File: src/rtl/bin2bcd_pkg.sv
// Shared definitions for the sequential binary-to-BCD converter:
// width formulas, controller state encoding and digit-correction constants.
package bin2bcd_pkg;

  // BCD output width needed to hold any n-bit binary value
  function automatic int unsigned bcd_width(input int unsigned n);
    return n + (n - 4) / 3 + 1;
  endfunction

  // Number of 4-bit digit slots covering a bw-bit BCD field
  function automatic int unsigned digit_slots(input int unsigned bw);
    return (bw + 3) / 4;
  endfunction

  typedef enum logic [1:0] {
    IDLE = 2'd0,
    CONV = 2'd1,
    DONE = 2'd2
  } state_t;

  localparam logic [3:0] ADJ_THRESH = 4'd4;
  localparam logic [3:0] ADJ_ADD    = 4'd3;

endpackage

File: src/rtl/bin2bcd_adj3.sv
// Double-dabble digit correction cell: a digit above 4 gets +3 (4-bit wrap).
module bin2bcd_adj3
  import bin2bcd_pkg::*;
(
  input  logic [3:0] din,
  output logic [3:0] dout
);

  // Correct one digit ahead of the left shift
  always_comb begin
    dout = (din > ADJ_THRESH) ? din + ADJ_ADD : din;
  end

endmodule

File: src/rtl/bin2bcd_seq.sv
// Sequential binary-to-BCD converter, one shift-and-add-3 step per clock,
// valid/ready handshakes on input and output.
// Optional macro BIN2BCD_SEQ_SKIP_EN: skip leading-zero steps on acceptance.
module bin2bcd_seq
  import bin2bcd_pkg::*;
#(
  parameter  int unsigned N  = 8,
  localparam int unsigned BW = bcd_width(N)
) (
  input  logic          CLK,
  input  logic          RST_N,
  input  logic          IN_VALID,
  output logic          IN_READY,
  input  logic [N-1:0]  BIN,
  output logic          OUT_VALID,
  input  logic          OUT_READY,
  output logic [BW-1:0] BCD,
  output logic          BUSY
);

  localparam int unsigned DIG = digit_slots(BW);
  localparam int unsigned SW  = 4 * DIG + N;
  localparam int unsigned CW  = $clog2(N + 1);

  state_t              state;
  logic [SW-1:0]       scratch;
  logic [SW-1:0]       step_next;
  logic [CW-1:0]       cnt;
  logic [DIG-1:0][3:0] adj_dig;
  logic [N-1:0]        bin_load;
  logic [CW-1:0]       cnt_load;

  // One correction cell per digit slot, including a partial top slot
  for (genvar d = 0; d < DIG; d++) begin : g_adj
    bin2bcd_adj3 u_adj3 (
      .din  (scratch[N + 4*d +: 4]),
      .dout (adj_dig[d])
    );
  end

  // Corrected digit field above the untouched binary field, then shift left
  always_comb begin
    step_next = {adj_dig, scratch[N-1:0]} << 1;
  end

`ifdef BIN2BCD_SEQ_SKIP_EN
  logic [CW-1:0] lz;
  logic          seen;

  // Leading zeros are pre-shifted out; an all-zero operand still runs one step
  always_comb begin
    lz   = '0;
    seen = 1'b0;
    for (int unsigned i = 0; i < N; i++) begin
      if (BIN[N-1-i]) begin
        seen = 1'b1;
      end else if (!seen) begin
        lz = lz + CW'(1);
      end
    end
    bin_load = BIN << lz;
    cnt_load = (lz == CW'(N)) ? CW'(1) : CW'(N) - lz;
  end
`else
  // Fixed-latency load: operand as-is, N steps
  always_comb begin
    bin_load = BIN;
    cnt_load = CW'(N);
  end
`endif

  // Controller FSM with registered handshake outputs and result register
  always_ff @(posedge CLK or negedge RST_N) begin
    if (!RST_N) begin
      state     <= IDLE;
      IN_READY  <= 1'b1;
      OUT_VALID <= 1'b0;
      BUSY      <= 1'b0;
      BCD       <= '0;
      scratch   <= '0;
      cnt       <= '0;
    end else begin
      case (state)
        IDLE: begin
          if (IN_VALID && IN_READY) begin
            scratch  <= SW'(bin_load);
            cnt      <= cnt_load;
            state    <= CONV;
            IN_READY <= 1'b0;
            BUSY     <= 1'b1;
          end
        end
        CONV: begin
          scratch <= step_next;
          cnt     <= cnt - CW'(1);
          if (cnt == CW'(1)) begin
            state     <= DONE;
            BUSY      <= 1'b0;
            OUT_VALID <= 1'b1;
            BCD       <= step_next[N +: BW];
          end
        end
        DONE: begin
          if (OUT_READY) begin
            state     <= IDLE;
            OUT_VALID <= 1'b0;
            IN_READY  <= 1'b1;
          end
        end
        default: begin
          state     <= IDLE;
          IN_READY  <= 1'b1;
          OUT_VALID <= 1'b0;
          BUSY      <= 1'b0;
        end
      endcase
    end
  end

endmodule
File: config.mk
export PLATFORM = sky130hd
export DESIGN_NAME = bin2bcd_seq
export DESIGN_NICKNAME = d
export VERILOG_FILES = /design/src/rtl/bin2bcd_pkg.sv /design/src/rtl/bin2bcd_adj3.sv /design/src/rtl/bin2bcd_seq.sv
export SDC_FILE = /design/constraint.sdc
export NUM_CORES = 1
export LEC_CHECK = 0
export CAP_MARGIN = 20
export CORE_MARGIN = 1.5
export CORE_UTILIZATION = 54
export DETAILED_ROUTE_END_ITERATION = 7
export GPL_TIMING_DRIVEN = 0
export PLACE_DENSITY = 0.82
export SKIP_CTS_REPAIR_TIMING = 1
export SLEW_MARGIN = 30
export SYNTH_ARGS = -nofsm -noshare
export SYNTH_HDL_FRONTEND = slang
export SYNTH_SLANG_ARGS = --single-unit
File: constraint.sdc
create_clock -name CLK -period 1.9 [get_ports CLK]
set_input_delay 0.285 -clock CLK [delete_from_list [all_inputs] [get_ports CLK]]
set_output_delay 0.285 -clock CLK [all_outputs]
set_load 0.02 [all_outputs]
==> impl_metrics.py, run 1 <==
metrics = {
    "routing": {
        "first_iter_violations": 53,
        "vias_per_cell": 5.47,
        "drc": 0,
        "routed_wl_um": 3600,
        "route.met3.wl_um": 135,
        "dr.max_layer_used": "met4",
        "dr_wl_met2_um": 1860,
        "routedWlPerCell_um": 14.4,
        "via_count": 1373,
        "detail-route-antenna-nets": 0,
        "dr.pass1.iters": 4,
        "met1_length_um": 1540,
    },
    "timing": {
        "fin_ws_ns": 0.0611,
        "tightest_slew_ns": 0.407,
        "period_needed_ns": 1.84,
        "setup_viol": 0,
        "skew_ns": 0.00765,
        "drv_slew": 0,
        "fmax_mhz": 544,
        "fin_crit_sh_pct": 96.8,
        "finalSetupTns_ns": 0,
        "slew_headroom_pct": 72.8,
        "worst_hold_slack_ns": 0.371,
        "hold_viol": 0,
        "grt_setup_unrepaired": "false",
    },
    "die": {
        "core_area_um2": 3360,
        "dieArea_um2": 3900,
        "fp.dieH_um": 62.4,
        "io_pins": 25,
        "die_x_um": 62.4,
        "fp-row-count": 21,
        "initial_core_util_pct": 56.7,
    },
    "worst_setup_path": {
        "worstPathCellList": "clkdlybuf4s50_1",
        "path_delay_family": "buffers and inverters",
        "cpPeakStageDelay_ns": 0.61,
        "worst_path_max_delay_cell": "clkdlybuf4s50_1",
        "worstRegToRegCells": 6,
        "r2r-end": "BCD[2]",
        "worstSetupPathType": "flip-flop to output pin",
        "worst-path-stages": 1,
        "crit-reg2reg-launch": "scratch[8]",
        "critPathLaunchType": "flip-flop",
        "crit_fanout": 6,
        "required_ns": 1.62,
        "crit_buf_inv": 1,
        "cp-end-kind": "output pin",
        "r2r_setup_slack_ns": 0.27,
        "cp.arrival_ns": 1.55,
    },
    "synthesis": {
        "synth_ff_type": "dfrtp_1",
        "synthTopCellsByCount": "38 x dfrtp_1, 17 x nand2_1, 17 x o21ai_0",
        "async_flop_share_pct": 100,
        "synth.area.top_cells": "dfrtp_1 50%, a22o_1 5.5%, mux2i_1 5.2%",
        "synth_top_area_share_pct": 49.8,
        "yosysSeqAreaShare_pct": 51.2,
        "synth_top_area_cell": "dfrtp_1",
        "yosysWarnings": 0,
        "post-synth-top-count-cell": "dfrtp_1",
        "ys_seq_elements": 39,
        "synth_edf_count": 0,
        "synthesis.nets": 190,
        "syn_area_per_cell_um2": 11.2,
        "synthCells": 171,
        "synth_area_um2": 1910,
        "yosysUniqueCellTypes": 29,
    },
    "placement": {
        "gp_congestion": 0.813,
        "io_buffers": 24,
        "hpwlAfterDp_um": 2700,
        "dp_slack_ns": 0.100,
    },
    "finish": {
        "drive_above_1_share_pct": 15.6,
        "multi_input_area_um2": 806,
        "antennaDiodeCount": 0,
        "final_core_util_pct": 69.1,
        "num-fill-cells": 266,
        "areaGrowthSynthToFinish_pct": 21.8,
        "regArea_um2": 977,
        "final_nets": 223,
    },
    "global_route": {
        "grt_pass1_wl_um": 6230,
        "grt_overflow": 0,
        "grt_max_degree": 25,
        "grt_use_total_pct": 20.6,
        "antenna_found_initial": 0,
        "grt_pass1_vias": 1434,
    },
    "clock_network": {
        "cts.sinks": 39,
        "htreeDepth": 2,
        "clock_latency_ns": 0.36,
        "clockRootBuffer": "clkbuf_4",
        "clk_pin_slew_ns": 0.12,
        "cts_made_buffers": 5,
        "cts_tree": "done",
        "cts_max_path_buffers": 2,
    },
    "power_and_ir_drop": {
        "netSwitchingPower_uw": 1390,
        "p_int_uw": 2290,
        "p_leak_uw": 0.00114,
        "switching_share_pct": 37.8,
        "combinationalPowerShare_pct": 45.9,
        "finalPower_uw": 3680,
        "p_seq_share_pct": 38.1,
        "power.density_nw_per_um2": 1580,
        "vdd_ir_drop_max_mv": 0.740,
        "clkPwrFrac_pct": 16.0,
    },
    "outcome": {
        "run_status": "completed",
    },
    "job": {
        "maxCapViolations": 0,
    },
    "worst_hold_path": {
        "min_path_type": "input port to asynchronous set/reset pin",
    },
}
[worst max-delay path by stage]
stage / startpoint / to / slack (ns)
2_1_floorplan: IN_READY / scratch[12] / 0.42
3_3_place_gp: RST_N / scratch[4] / -0.33
3_5_place_dp: IN_VALID / cnt[1] / 0.10
4_1_cts: IN_READY / IN_READY / 0.04
5_1_grt: IN_READY / IN_READY / 0.002
6_report: IN_READY / IN_READY / 0.06
[layer usage]
metal,vias to the layer above,global-route usage (%)
met2,25,36.2
met3,7,5.41
li1,659,-
met5,-,0
met4,0,8.61
met1,682,23.8
[stage by stage]
stage	cells	instance area, µm²
after floorplan	171	1910
after global placement	241	2210
after detailed placement	242	2230
after CTS	250	2310
after global routing	251	2320
final	251	2320
[power groups by stage]
| stage | combinational (µW) | sequential [µW] | clock, µW |
|---|---|---|---|
| global placement | 1590 | 1390 | 0 |
| floorplan | 1120 | 1470 | 0 |
| finish | 1690 | 1400 | 588 |
| CTS | 1720 | 1400 | 599 |
| global route | 1880 | 1440 | 632 |
| detailed placement | 1700 | 1420 | 0 |
[layout by cell type, fill, tap and decap left out, types with 2 or more instances in the layout]
master           netlist  routed
dfrtp_1               38      38
clkdlybuf4s50_1        0      23
o21ai_0               17      17
nand2_1               17      17
inv_1                 13      13
a22o_1                12      12
mux2i_1               10      10
a21oi_1                8       8
nor2_1                 7       7
ha_1                   7       7
buf_6                  5       5
buf_2                  4       5
nor3_1                 5       5
mux2_4                 5       5
clkbuf_4               0       5
xnor2_1                4       4
mux2_2                 3       3
or3_1                  2       2
o21bai_1               2       2
[cell families (layout without fill, tap and decap cells)]
| family | Yosys count | count (layout) | synth area share (%) |
|---|---|---|---|
| DFF | 39 | 39 | 51.2 |
| AOI/OAI and AO/OA | 43 | 43 | 14.5 |
| muxes | 18 | 18 | 11.0 |
| adders and majority gates | 7 | 7 | 4.59 |
| and+or+nand+nor | 37 | 37 | 9.90 |
| buffers and inverters | 22 | 56 | 6.56 |
| xor gates and xnor gates | 5 | 5 | 2.29 |
[flip-flops by register name, indices dropped and copies added, names as in the netlist]
register,flops
scratch,20
BCD,10
cnt,4
state,2
BUSY,1
IN_READY,1
OUT_VALID,1
[area by class of cell]
class | instances | area share, %
Buffer | 9 | 3.28
Clock buffer | 6 | 2.21
Clock inverter | 2 | 1.51
Inverter | 13 | 2.10
Multi-Input combinational cell | 110 | 34.7
Sequential cell | 39 | 42.0
Tap cell | 46 | 2.48
Timing Repair Buffer | 26 | 11.7
Note: power is estimated with default switching activity, not from simulation.
==> inputs of run 2 (changes only) <==
Settings changed: ABC_AREA set to 1, CORE_UTILIZATION 54 to 55, CTS_CLUSTER_SIZE set to 25, PLACE_DENSITY 0.82 to 0.83.
==> run 2 against run 1 <==
Combinational power rose by 41%. Largest power group unchanged. Global-route usage rose by 1.0 points. Utilization rose by 2.3 points. Wire length rose by 5.8%. Non-clock buffer count fell by 2. Clock power rose by 4.9%. Power rose by 21%. Sequential share of layout area fell by 2.3 points.
==> impl_metrics.py, run 2 <==
metrics = {
    "power_and_ir_drop": {
        "vdd_ir_drop_max_mv": 1.00,
        "p_leak_uw": 0.00128,
        "power.density_nw_per_um2": 1810,
    },
    "timing": {
        "slew_headroom_pct": 70.0,
        "drv_slew": 0,
        "tightest_slew_ns": 0.450,
        "grt_setup_unrepaired": "false",
        "hold_viol": 0,
        "fin_crit_sh_pct": 90.6,
        "setup_viol": 0,
        "fmax_mhz": 581,
        "period_needed_ns": 1.72,
        "finalSetupTns_ns": 0,
        "skew_ns": 0.00431,
    },
    "placement": {
        "gp_congestion": 0.845,
        "io_buffers": 24,
        "hpwlAfterDp_um": 2720,
        "placed_cell_area_um2": 2340,
    },
    "routing": {
        "detail-route-antenna-nets": 0,
        "drc": 0,
        "met1_length_um": 1680,
        "vias_per_cell": 4.98,
        "dr.pass1.iters": 4,
        "route.met3.wl_um": 132,
        "first_iter_violations": 100,
        "via_count": 1662,
        "routed_wl_um": 3810,
        "dr_wl_met2_um": 1930,
        "dr.max_layer_used": "met4",
        "routedWlPerCell_um": 11.4,
    },
    "global_route": {
        "grt_pass1_vias": 1603,
        "grt_max_degree": 23,
        "antenna_found_initial": 0,
        "grt_use_total_pct": 21.6,
        "grt_overflow": 0,
        "grt_pass1_wl_um": 6750,
    },
    "finish": {
        "largest_register_ffs": 20,
        "antennaDiodeCount": 0,
        "top_register": "scratch",
        "final_cell_area_um2": 2460,
        "drive_above_1_share_pct": 12.2,
        "reg_top3": "scratch: 20 flops, BCD: 10 flops, cnt: 4 flops",
        "final_nets": 306,
        "final_common_cell": "nand2_1",
        "areaGrowthSynthToFinish_pct": 21.4,
        "num-fill-cells": 281,
        "final_cell_mix": "104 x nand2_1, 38 x dfrtp_1, 30 x inv_1, 23 x clkdlybuf4s50_1, 18 x nand3_1",
        "final_core_util_pct": 71.4,
    },
    "synthesis": {
        "syn_area_per_cell_um2": 7.97,
        "synth.area.top_cells": "dfrtp_1 47%, nand2_1 19%, inv_1 5.6%",
        "yosysWarnings": 0,
        "ys_seq_elements": 39,
        "post-synth-top-count-cell": "nand2_1",
        "synth_top_area_share_pct": 47.0,
        "synthCells": 254,
        "synth_top_area_cell": "dfrtp_1",
        "synthTopCellsByCount": "104 x nand2_1, 38 x dfrtp_1, 30 x inv_1",
        "yosysUniqueCellTypes": 19,
        "yosysSeqAreaShare_pct": 48.3,
        "synth_ff_type": "dfrtp_1",
        "synth_edf_count": 0,
        "async_flop_share_pct": 100,
        "synthesis.nets": 273,
        "synth_area_um2": 2020,
    },
    "worst_setup_path": {
        "worstRegToRegCells": 6,
        "r2r_setup_slack_ns": 0.47,
        "r2r-end": "BCD[2]",
        "crit_buf_inv": 1,
        "worst_path_max_delay_cell": "clkdlybuf4s50_1",
        "cp.arrival_ns": 1.44,
        "crit-reg2reg-launch": "scratch[8]",
        "required_ns": 1.62,
        "cpPeakStageDelay_ns": 0.60,
        "worstPathCellList": "clkdlybuf4s50_1",
        "cp-end-kind": "output pin",
        "path_delay_family": "buffers and inverters",
        "worstSetupPathType": "flip-flop to output pin",
        "critPathLaunchType": "flip-flop",
        "crit_fanout": 3,
    },
    "job": {
        "maxCapViolations": 0,
    },
    "die": {
        "io_pins": 25,
        "fp.dieH_um": 63.7,
        "die_x_um": 63.7,
        "dieArea_um2": 4050,
        "fp-row-count": 21,
        "core_area_um2": 3440,
        "initial_core_util_pct": 58.8,
    },
    "clock_network": {
        "cts.sinks": 39,
        "cts_made_buffers": 5,
        "clockRootBuffer": "clkbuf_8",
        "cts_tree": "done",
        "cts_max_path_buffers": 2,
        "clk_pin_slew_ns": 0.08,
        "clock_latency_ns": 0.29,
        "htreeDepth": 2,
    },
    "outcome": {
        "run_status": "completed",
    },
    "worst_hold_path": {
        "min_path_type": "input port to asynchronous set/reset pin",
    },
}
run 2: cell count changes in the layout (fill, tap and decap cells not counted), moves of 5 or more:
cell	previous run	this run
a22o_1	12	0
clkbuf_4	5	0
clkbuf_8	1	7
mux2_4	5	0
mux2i_1	10	0
o21ai_2	0	9
nor2_1	7	14
nor3_1	5	0
o21ai_0	17	10
nand3_1	1	18
a21oi_1	8	2
nand2_1	17	104
inv_1	13	30
run 2: where the power goes:
group | leakage, µW | switching [µW] | internal (µW)
clock | 0.0000505 | 287 | 330
sequential | 0.000490 | 225 | 1220
combinational | 0.000744 | 1430 | 959
total | 0.00128 | 1940 | 2510
run 2: cell families after synthesis:
logic type | share of synthesized area (%)
AOI/OAI and AO/OA | 8.47
xor gates and xnor gates | 0.433
adders and majority gates | 4.33
buffers and inverters | 9.64
DFF | 48.3
and+or+nand+nor | 28.9
run 2: area by class of cell:
type                    instances  area, µm²  area share, %
flip-flops and latches         39        977           39.7
multi-input cells             175        852           34.7
repair buffers                 26        273           11.1
inverters                      33        124           5.04
clock buffers                   7       96.3           3.92
plain buffers                   7       71.3           2.90
well taps                      46       57.6           2.34
clock inverters                 1       7.51          0.305
run 2: worst max-delay path by stage:
stage	startpoint	end	slack, ns	depth (start not counted)
2_1_floorplan	scratch[12]	BCD[5]	0.69	6
3_3_place_gp	RST_N	BCD[9]	-0.39	1
3_5_place_dp	IN_VALID	scratch[10]	0.47	9
4_1_cts	IN_READY	IN_READY	0.16	1
5_1_grt	IN_READY	IN_READY	0.14	1
6_report	IN_READY	IN_READY	0.18	1
run 2: per-stage QoR:
stage                     worst slack (ns)  std cells  hold WS [ns]  power (µW)
after floorplan                      0.687        254       -0.0106        3190
after global placement              -0.388        324         0.462        3740
after detailed placement             0.468        325         0.258        3840
after CTS                            0.161        333       -0.0590        4480
after global routing                 0.143        334         0.507        4850
final                                0.178        334         0.466        4450
run 2: routing by layer:
metal  vias up  track usage [%]
met5         -                0
met2        35             38.2
li1        845                -
met1       777             24.6
met3         5             3.75
met4         0             11.7
==> inputs of run 3 (changes only) <==
Settings changed: CORE_UTILIZATION 55 to 59, PLACE_DENSITY 0.83 to 0.88.
Clock period 1.9 ns to 2.05 ns, I/O delays scaled along.
==> run 3 against run 2 <==
Wire length shrank 1.0%. Largest power group unchanged. Global-route usage grew 0.69 points. Power shrank 12%. Count of clock-buffer cells in the layout shrank 2. Critical path depth is the same. Via count shrank 0.72%. Clock skew grew 0.0030 ns.
==> impl_metrics.py, run 3 (same netlist as run 2, synthesis figures left out) <==
metrics = {
    "timing": {
        "setup_viol": 0,
        "finalSetupTns_ns": 0,
        "grt_setup_unrepaired": "false",
        "skew_ns": 0.00729,
        "drv_slew": 0,
        "hold_viol": 0,
        "worst_hold_slack_ns": 0.392,
        "fmax_mhz": 556,
        "tightest_slew_ns": 0.360,
        "fin_crit_sh_pct": 87.7,
        "slew_headroom_pct": 75.8,
        "period_needed_ns": 1.80,
    },
    "clock_network": {
        "cts_made_buffers": 5,
        "clock_latency_ns": 0.35,
        "htreeDepth": 2,
        "cts_max_path_buffers": 2,
        "cts_tree": "done",
        "clk_pin_slew_ns": 0.12,
        "clockRootBuffer": "clkbuf_4",
        "cts.sinks": 39,
    },
    "finish": {
        "top_register": "scratch",
        "final_common_cell": "nand2_1",
        "final_core_util_pct": 72.5,
        "antennaDiodeCount": 0,
        "final_cell_mix": "104 x nand2_1, 38 x dfrtp_1, 30 x inv_1, 23 x clkdlybuf4s50_1, 18 x nand3_1",
        "final_cell_area_um2": 2400,
        "final_nets": 306,
        "areaGrowthSynthToFinish_pct": 18.5,
        "largest_register_ffs": 20,
        "reg_top3": "scratch: 20 flops, BCD: 10 flops, cnt: 4 flops",
        "num-fill-cells": 280,
        "drive_above_1_share_pct": 12.2,
    },
    "die": {
        "initial_core_util_pct": 61.1,
        "dieArea_um2": 3790,
        "core_area_um2": 3310,
        "fp-row-count": 21,
        "die_x_um": 61.6,
        "fp.dieH_um": 61.6,
        "io_pins": 25,
    },
    "worst_setup_path": {
        "cpPeakStageDelay_ns": 0.59,
        "crit_fanout": 3,
        "required_ns": 1.74,
        "cp.arrival_ns": 1.49,
        "worstSetupPathType": "flip-flop to output pin",
        "critPathLaunchType": "flip-flop",
        "crit-reg2reg-launch": "scratch[8]",
        "cp-end-kind": "output pin",
        "worst_path_max_delay_cell": "clkdlybuf4s50_1",
        "r2r-end": "BCD[2]",
        "crit_buf_inv": 1,
        "worstRegToRegCells": 6,
        "worstPathCellList": "clkdlybuf4s50_1",
        "path_delay_family": "buffers and inverters",
        "r2r_setup_slack_ns": 0.59,
    },
    "global_route": {
        "grt_use_total_pct": 22.3,
        "grt_max_degree": 26,
        "grt_pass1_vias": 1446,
        "grt_pass1_wl_um": 6180,
        "antenna_found_initial": 0,
        "grt_overflow": 0,
    },
    "routing": {
        "dr.pass1.iters": 4,
        "vias_per_cell": 4.94,
        "routed_wl_um": 3770,
        "via_count": 1650,
        "first_iter_violations": 54,
        "detail-route-antenna-nets": 0,
        "drc": 0,
        "routedWlPerCell_um": 11.3,
    },
    "job": {
        "maxCapViolations": 0,
    },
    "placement": {
        "io_buffers": 24,
        "gp_congestion": 0.798,
        "placed_cell_area_um2": 2340,
        "hpwlAfterDp_um": 2770,
    },
    "power_and_ir_drop": {
        "power.density_nw_per_um2": 1630,
        "vdd_ir_drop_max_mv": 0.784,
        "finalPower_uw": 3920,
        "p_leak_uw": 0.00127,
    },
    "worst_hold_path": {
        "min_path_type": "input port to asynchronous set/reset pin",
    },
    "outcome": {
        "run_status": "completed",
    },
}
[run 3: cell types whose count changed in the layout (fill, tap and decap cells not counted)]
| cell | before | now |
|---|---|---|
| buf_12 | 0 | 1 |
| clkinv_2 | 0 | 3 |
| buf_16 | 1 | 0 |
| clkbuf_4 | 0 | 5 |
| clkinvlp_4 | 1 | 0 |
| clkbuf_8 | 7 | 0 |
[run 3: final cells by class]
class / count / area, µm² / area share, %
plain buffers: 7 / 71.3 / 2.97
clock buffers: 5 / 37.5 / 1.56
clock inverters: 3 / 15.0 / 0.626
inverters: 33 / 124 / 5.16
multi-input cells: 175 / 852 / 35.5
flip-flops and latches: 39 / 977 / 40.7
well taps: 46 / 57.6 / 2.40
repair buffers: 26 / 265 / 11.1
[run 3: worst max path at each step]
stage | endpoint | from | slack [ns] | cells past startpoint
after global placement | BUSY | RST_N | -0.31 | 1
after CTS | IN_READY | IN_READY | 0.23 | 1
after global routing | IN_READY | IN_READY | 0.20 | 1
final | IN_READY | IN_READY | 0.25 | 1
after detailed placement | scratch[10] | IN_VALID | 0.59 | 9
after floorplan | BCD[5] | scratch[12] | 0.84 | 6
[run 3: worst reg2reg max path: stages, from the launching register on]
cell	delay (ns)
dfrtp_1	0.36
inv_1	0.09
ha_1	0.24
o21ai_0	0.33
nand2_1	0.14
nand3_1	0.14
nand2_1	0.07
[run 3: through the flow]
stage | setup slack, ns | cells
global route | 0.200 | 334
finish | 0.252 | 334
global placement | -0.310 | 324
CTS | 0.234 | 333
detailed placement | 0.591 | 325
floorplan | 0.837 | 254
[run 3: metal layers]
metal | global-route usage, % | part of all wire, % | vias to the layer above
met4 | 9.73 | 1.5 | 0
met1 | 27.8 | 46 | 772
li1 | - | - | 848
met5 | 0 | 0 | -
met3 | 3.78 | 2.6 | 5
met2 | 37.9 | 50 | 25
[run 3: where the power goes]
part           switching (µW)  internal, µW
clock                     255           128
combinational            1320           883
sequential                212          1130
total                    1780          2140
